$ cat src/rtl/l1_rd_port_buf.sv
// Per-port L1 read buffer: derives the L1 pointer for this port's read,
// flags discards and queues {ptr, sid, disc} in a 2-entry in-order FIFO.
module l1_rd_port_buf #(
   parameter int nstrms       = 64,
   parameter int nstrms_width = $clog2(nstrms),
   parameter int nports       = 8,
   parameter int portid       = 0,
   parameter int ptr_width    = 4,
   parameter int cl_size      = 8,
   parameter int clofs_width  = $clog2(cl_size),
   parameter int cnt_width    = 32
) (
   input  logic                           clk,
   input  logic                           reset,
   input  logic [nstrms-1:0]              i_rst_end,
   input  logic [nstrms-1:0]              i_l1_end,
   input  logic [nstrms-1:0]              i_single_v,
   input  logic                           i_rd_v,
   output logic                           i_rd_r,
   input  logic [nstrms_width-1:0]        i_rd_sid,
   input  logic [nports-1:0]              i_rd_acts,
   input  logic [nports*nstrms_width-1:0] i_rd_sids,
   output logic                           o_rd_act,
   input  logic [nstrms*ptr_width-1:0]    i_ptrs,
   output logic [nstrms-1:0]              o_req_v,
   input  logic [nstrms-1:0]              o_req_r,
   output logic                           o_addr_v,
   input  logic                           o_addr_r,
   output logic [ptr_width-1:0]           o_addr_ptr,
   output logic [nstrms_width-1:0]        o_addr_sid,
   output logic                           o_addr_discard,
   output logic [cnt_width-1:0]           o_cnt_acc,
   output logic [cnt_width-1:0]           o_cnt_disc
);

   typedef struct packed {
      logic [ptr_width-1:0]    ptr;
      logic [nstrms_width-1:0] sid;
      logic                    disc;
   } ent_t;

   localparam logic [ptr_width-1:0] ptr_one = 1;
   localparam logic [cnt_width-1:0] cnt_one = 1;

   logic [1:0]              cnt;
   ent_t                    e0;
   ent_t                    e1;
   ent_t                    new_ent;
   logic [ptr_width-1:0]    ofs;
   logic [ptr_width-1:0]    ptr_base;
   logic [ptr_width-1:0]    ptr_cur;
   logic                    disc;
   logic                    not_full;
   logic                    push;
   logic                    pop;
   logic [nstrms-1:0]       sid_oh;

   // Lower-numbered active ports reading the same stream go first
   always_comb begin
      ofs = '0;
      for (int j = 0; j < nports; j++) begin
         if (j < portid && i_rd_acts[j] &&
             i_rd_sids[j*nstrms_width +: nstrms_width] == i_rd_sid)
            ofs = ofs + ptr_one;
      end
   end

   always_comb begin
      sid_oh = '0;
      sid_oh[i_rd_sid] = 1'b1;
   end

   assign ptr_base = i_ptrs[int'(i_rd_sid)*ptr_width +: ptr_width];
   assign ptr_cur  = ptr_base + ofs;

   // Past the last valid line once the L2 stream ended with one line left
   assign disc = i_l1_end[i_rd_sid] |
                 (i_rst_end[i_rd_sid] & i_single_v[i_rd_sid] &
                  ptr_cur[clofs_width]);

   assign not_full = (cnt != 2'd2);
   assign i_rd_r   = not_full & (disc | o_req_r[i_rd_sid]);
   assign o_rd_act = i_rd_v & i_rd_r;
   assign o_req_v  = (i_rd_v & ~disc & not_full) ? sid_oh : '0;

   assign push = o_rd_act;
   assign pop  = o_addr_v & o_addr_r;

   assign new_ent.ptr  = ptr_cur;
   assign new_ent.sid  = i_rd_sid;
   assign new_ent.disc = disc;

   assign o_addr_v       = (cnt != 2'd0);
   assign o_addr_ptr     = o_addr_v ? e0.ptr : '0;
   assign o_addr_sid     = o_addr_v ? e0.sid : '0;
   assign o_addr_discard = o_addr_v & e0.disc;

   // Unused entries are kept zero so a shift-down never exposes stale data
   always_ff @(posedge clk) begin
      if (reset) begin
         cnt        <= 2'd0;
         e0         <= '0;
         e1         <= '0;
         o_cnt_acc  <= '0;
         o_cnt_disc <= '0;
      end else begin
         case ({push, pop})
            2'b10: begin
               if (cnt == 2'd0)
                  e0 <= new_ent;
               else
                  e1 <= new_ent;
               cnt <= cnt + 2'd1;
            end
            2'b01: begin
               e0  <= e1;
               e1  <= '0;
               cnt <= cnt - 2'd1;
            end
            2'b11: begin
               e0 <= new_ent;
            end
            default: begin
            end
         endcase

         if (push && !disc && o_cnt_acc != '1)
            o_cnt_acc <= o_cnt_acc + cnt_one;
         if (push && disc && o_cnt_disc != '1)
            o_cnt_disc <= o_cnt_disc + cnt_one;
      end
   end

endmodule

$ cat config.mk
export PLATFORM = sky130hd
export DESIGN_NAME = l1_rd_port_buf
export DESIGN_NICKNAME = d
export VERILOG_FILES = /design/src/rtl/l1_rd_port_buf.sv
export SDC_FILE = /design/constraint.sdc
export NUM_CORES = 1
export LEC_CHECK = 0
export BUFFER_PORTS_ARGS = -buffer_cell sky130_fd_sc_hd__clkbuf_2
export CAP_MARGIN = 20
export CORE_AREA = 4 4 280 282
export CTS_CLUSTER_SIZE = 24
export DETAILED_ROUTE_END_ITERATION = 10
export DIE_AREA = 0 0 284 286
export PLACE_DENSITY_LB_ADDON = 0.12
export SLEW_MARGIN = 40
export SYNTH_ARGS = -nofsm -noshare
export SYNTH_HDL_FRONTEND = slang
export SYNTH_SLANG_ARGS = --single-unit
$ cat constraint.sdc
create_clock -name clk -period 9.35 [get_ports clk]
set_clock_uncertainty 0.15 [all_clocks]
set_input_delay 1.87 -clock clk [delete_from_list [all_inputs] [get_ports clk]]
set_output_delay 1.87 -clock clk [all_outputs]
set_load 0.05 [all_outputs]
==> results.md <==
- Critical-path cell list: clkbuf_8, buf_12, nand2_1, a2bb2oi_1, o221ai_1, a22oi_1, nand4_1, a31oi_4, and2_1, nand2_1, nor2_1, buf_12
- Worst Setup Path Type: input pin to primary output
- Core area: between 70000 and 80000 µm²
- Via density: roughly 4.4
- Total grt overflow: 0
- CTS tree: done
- Vias in the first global route: 12700
- Setup TNS: 0 ps
- Dpl cells: around 2700
- Yosys reg bits: 88
- # Post-CTS Setup Buffers: 0
- Final setup viols: 0
- # port buffers: between 600 and 700
- Most common cell after layout, fill and taps aside: clkbuf_2
- Worst Hold Class: flop to flop
- CP required: between 7000 and 8000 ps
- Clock Tree Buf Depth: 2
- Post-synth ARST share: 0
- Cell area power density: 105 nW/µm²
- Drt first pass iters: 5
- Clock slew at reported path FFs: ~70 ps
- Worst slew pin tran: between 800 and 900 ps
- Status: completed
- Die H: between 200 and 300 µm
- CP Max Fanout: 80
- Yosys cell types: between 70 and 80
- Leakage: between 0.006 and 0.007 µW
- Crit. End Element: primary output
- Layout cell share with drive strength beyond 1: 0.459
- Total of max-cap violations: 0
- ANT nets after route: 0
- Max incr delay on CP: 730 ps
- Data arrival, critical path: ~6000 ps
- Mapped Nets: roughly 1700
- Final min period: approximately 8000 ps
- Post-synthesis sequential area ratio: 0.196
- First-pass GRT wire length: approximately 95000 µm
- Max Slew Vio Count: 0
- RSZ-0062 raised after global routing: no
- TritonCTS Sinks: slightly below 90
- Clk root buf: clkbuf_16
- Initial DRC Count: 660
- Most frequent cells in the layout: 627 x clkbuf_2, 144 x nor2_1, 88 x mux2i_1, 88 x dfxtp_1, 81 x a22oi_1
- YS warnings: 0
- Synthesized instance count: about 1200
- CTS H-Tree Depth: 3
- Area growth, synth to finish: 57.5%
- Startpoint Class: input pin
- Hold Fails Final Rpt: 0
- CTS Hold Bufs: 0
- Slew headroom: 0.421
- Initial antenna violation count: 16
- Buf+Inv Stages, Crit Path: 3
- CTS resizes: 0
- Total CTS buffers: 9
- Routed wire per std cell: about 25 µm
- Die ar.: about 81000 µm²
- Die Width: approximately 280 µm
- HPWL Detailed: just under 60000 µm
- Slowest CP cell: a2bb2oi_1
- Fin cells: 2753
- Number of synthesized flops with an enable pin: 0
- Mean post-synth cell area: a little under 8 µm²
- Final wirelength: roughly 68000 µm
- Maximum VDD drop: 0.0997 mV
- Num ports: slightly above 700
- Site row count: 101
- Synth Cell Area: approximately 9000 µm²
- Final RePlAce weighted congestion: between 0.8 and 0.9
- F_max: 124 MHz
- GRT Util Overall: 0.160
- Part of the cycle the worst path needs: 0.859
- Residual DRC: 0
- Kind of cell adding the most delay to the critical path: compound AO/OA/AOI/OAI gates
- Clock Latency Late Sink: between 300 and 400 ps
- Initial core utilization: 0.119
- Layout Nets: 2349
- Largest net degree at the start of global routing: 81
- Via Count: 12100
- Ys flop type: dfxtp_1
-- cells by family (layout without fill, tap and decap cells) --
family / count (synthesis) / after routing / share of synthesized area
other: 0 / 3 / 0
AO/OA/AOI/OAI: 350 / 350 / 0.277
XOR/XNOR: 12 / 12 / 0.0117
buffers and inverters: 120 / 737 / 0.0665
AND/OR/NAND/NOR: 429 / 429 / 0.246
flip-flops: 88 / 88 / 0.196
multiplexers: 152 / 152 / 0.198
adder cells (fa/ha/maj): 4 / 4 / 0.00556
-- cell usage after synthesis, drive strengths merged, types with 4 or more instances --
cell | count | share of area
a211oi | 11 | 0.0092
a21o | 8 | 0.0067
a21oi | 65 | 0.036
a221o | 8 | 0.0089
a221oi | 41 | 0.040
a22o | 9 | 0.0087
a22oi | 81 | 0.067
a2bb2oi | 4 | 0.0039
a31o | 6 | 0.0058
a31oi | 13 | 0.012
and2 | 21 | 0.015
and3 | 14 | 0.0097
and3b | 5 | 0.0049
and4 | 8 | 0.0078
buf | 51 | 0.038
clkbuf | 49 | 0.020
dfxtp | 88 | 0.20
ha | 4 | 0.0056
inv | 18 | 0.0075
mux2 | 48 | 0.060
mux2i | 88 | 0.098
mux4 | 16 | 0.040
nand2 | 66 | 0.028
nand2b | 10 | 0.0069
nand3 | 44 | 0.025
nand4 | 22 | 0.015
nor2 | 145 | 0.060
nor2b | 24 | 0.017
nor3 | 12 | 0.0090
nor3b | 5 | 0.0047
nor4 | 5 | 0.0035
o21ai | 44 | 0.024
o221ai | 5 | 0.0049
o22a | 6 | 0.0058
o22ai | 16 | 0.011
o2bb2ai | 4 | 0.0039
o31ai | 8 | 0.0067
or3 | 21 | 0.015
or3b | 8 | 0.0078
or4 | 9 | 0.0079
xnor2 | 7 | 0.0068
xor2 | 5 | 0.0049
-- worst reg2reg max path: stages, from the launching register on --
cell and delay (ps):
dfxtp_1 470, nand4_1 230, nor4_1 550, and3_1 360, and3_1 270, nand3_1 120, o21ai_1 590, nor3_4 210
buf_6 210, and3b_1 170, mux2_1 300
-- power breakdown --
group / leakage (µW) / switching (µW) / internal (µW) / total, µW
Clock: 0.000139 / 167 / 215 / 383
Sequential: 0.000712 / 18.2 / 406 / 425
Combinational: 0.00536 / 429 / 257 / 686
Total: 0.00621 / 614 / 879 / 1490
-- per-stage QoR --
| step | area [µm²] | hold slack (ps) | worst slack [ps] | total power (µW) | util |
|---|---|---|---|---|---|
| after floorplan | 9010 | 282 | 2400 | 824 | - |
| after global placement | 13900 | 289 | 1290 | 1130 | 0.183 |
| after detailed placement | 13900 | 301 | 1270 | 1140 | 0.183 |
| after CTS | 14200 | 312 | 1270 | 1530 | 0.187 |
| after global routing | 14200 | 338 | 1040 | 1590 | 0.187 |
| final | 14200 | 309 | 1320 | 1490 | 0.188 |
-- flip-flops by register name, indices dropped and copies added, names as in the netlist --
| name | flops |
|---|---|
| cnt | 2 |
| e0 | 11 |
| e1 | 11 |
| o_cnt_acc | 32 |
| o_cnt_disc | 32 |
-- routing by layer --
layer,global-route usage,part of all wire,vias to the layer above
met5,0,0.0010,-
met4,0.0420,0.025,12
met3,0.0437,0.071,71
met2,0.282,0.48,542
met1,0.194,0.42,5794
li1,-,-,5665
-- final timing paths --
kind | slack, ps | depth (start not counted) | to | startpoint
worst max register to register | 5620 | 10 | o_cnt_disc[27] | o_cnt_disc[3]
worst max-delay path | 1320 | 12 | o_req_v[57] | i_rd_sid[2]
worst min register to register | 310 | 2 | e1[0] | e1[0]
worst min-delay path | 310 | 2 | e1[0] | e1[0]
-- final cells by class --
class	count	area, µm²
fillers	8702	61500
multi-input cells	947	6690
repair buffers	701	4140
flip-flops and latches	88	1760
well taps	978	1220
clock buffers	12	246
inverters	20	75.1
clock inverters	4	53.8
diodes	3	7.51
(Power assumes the default switching activity.)
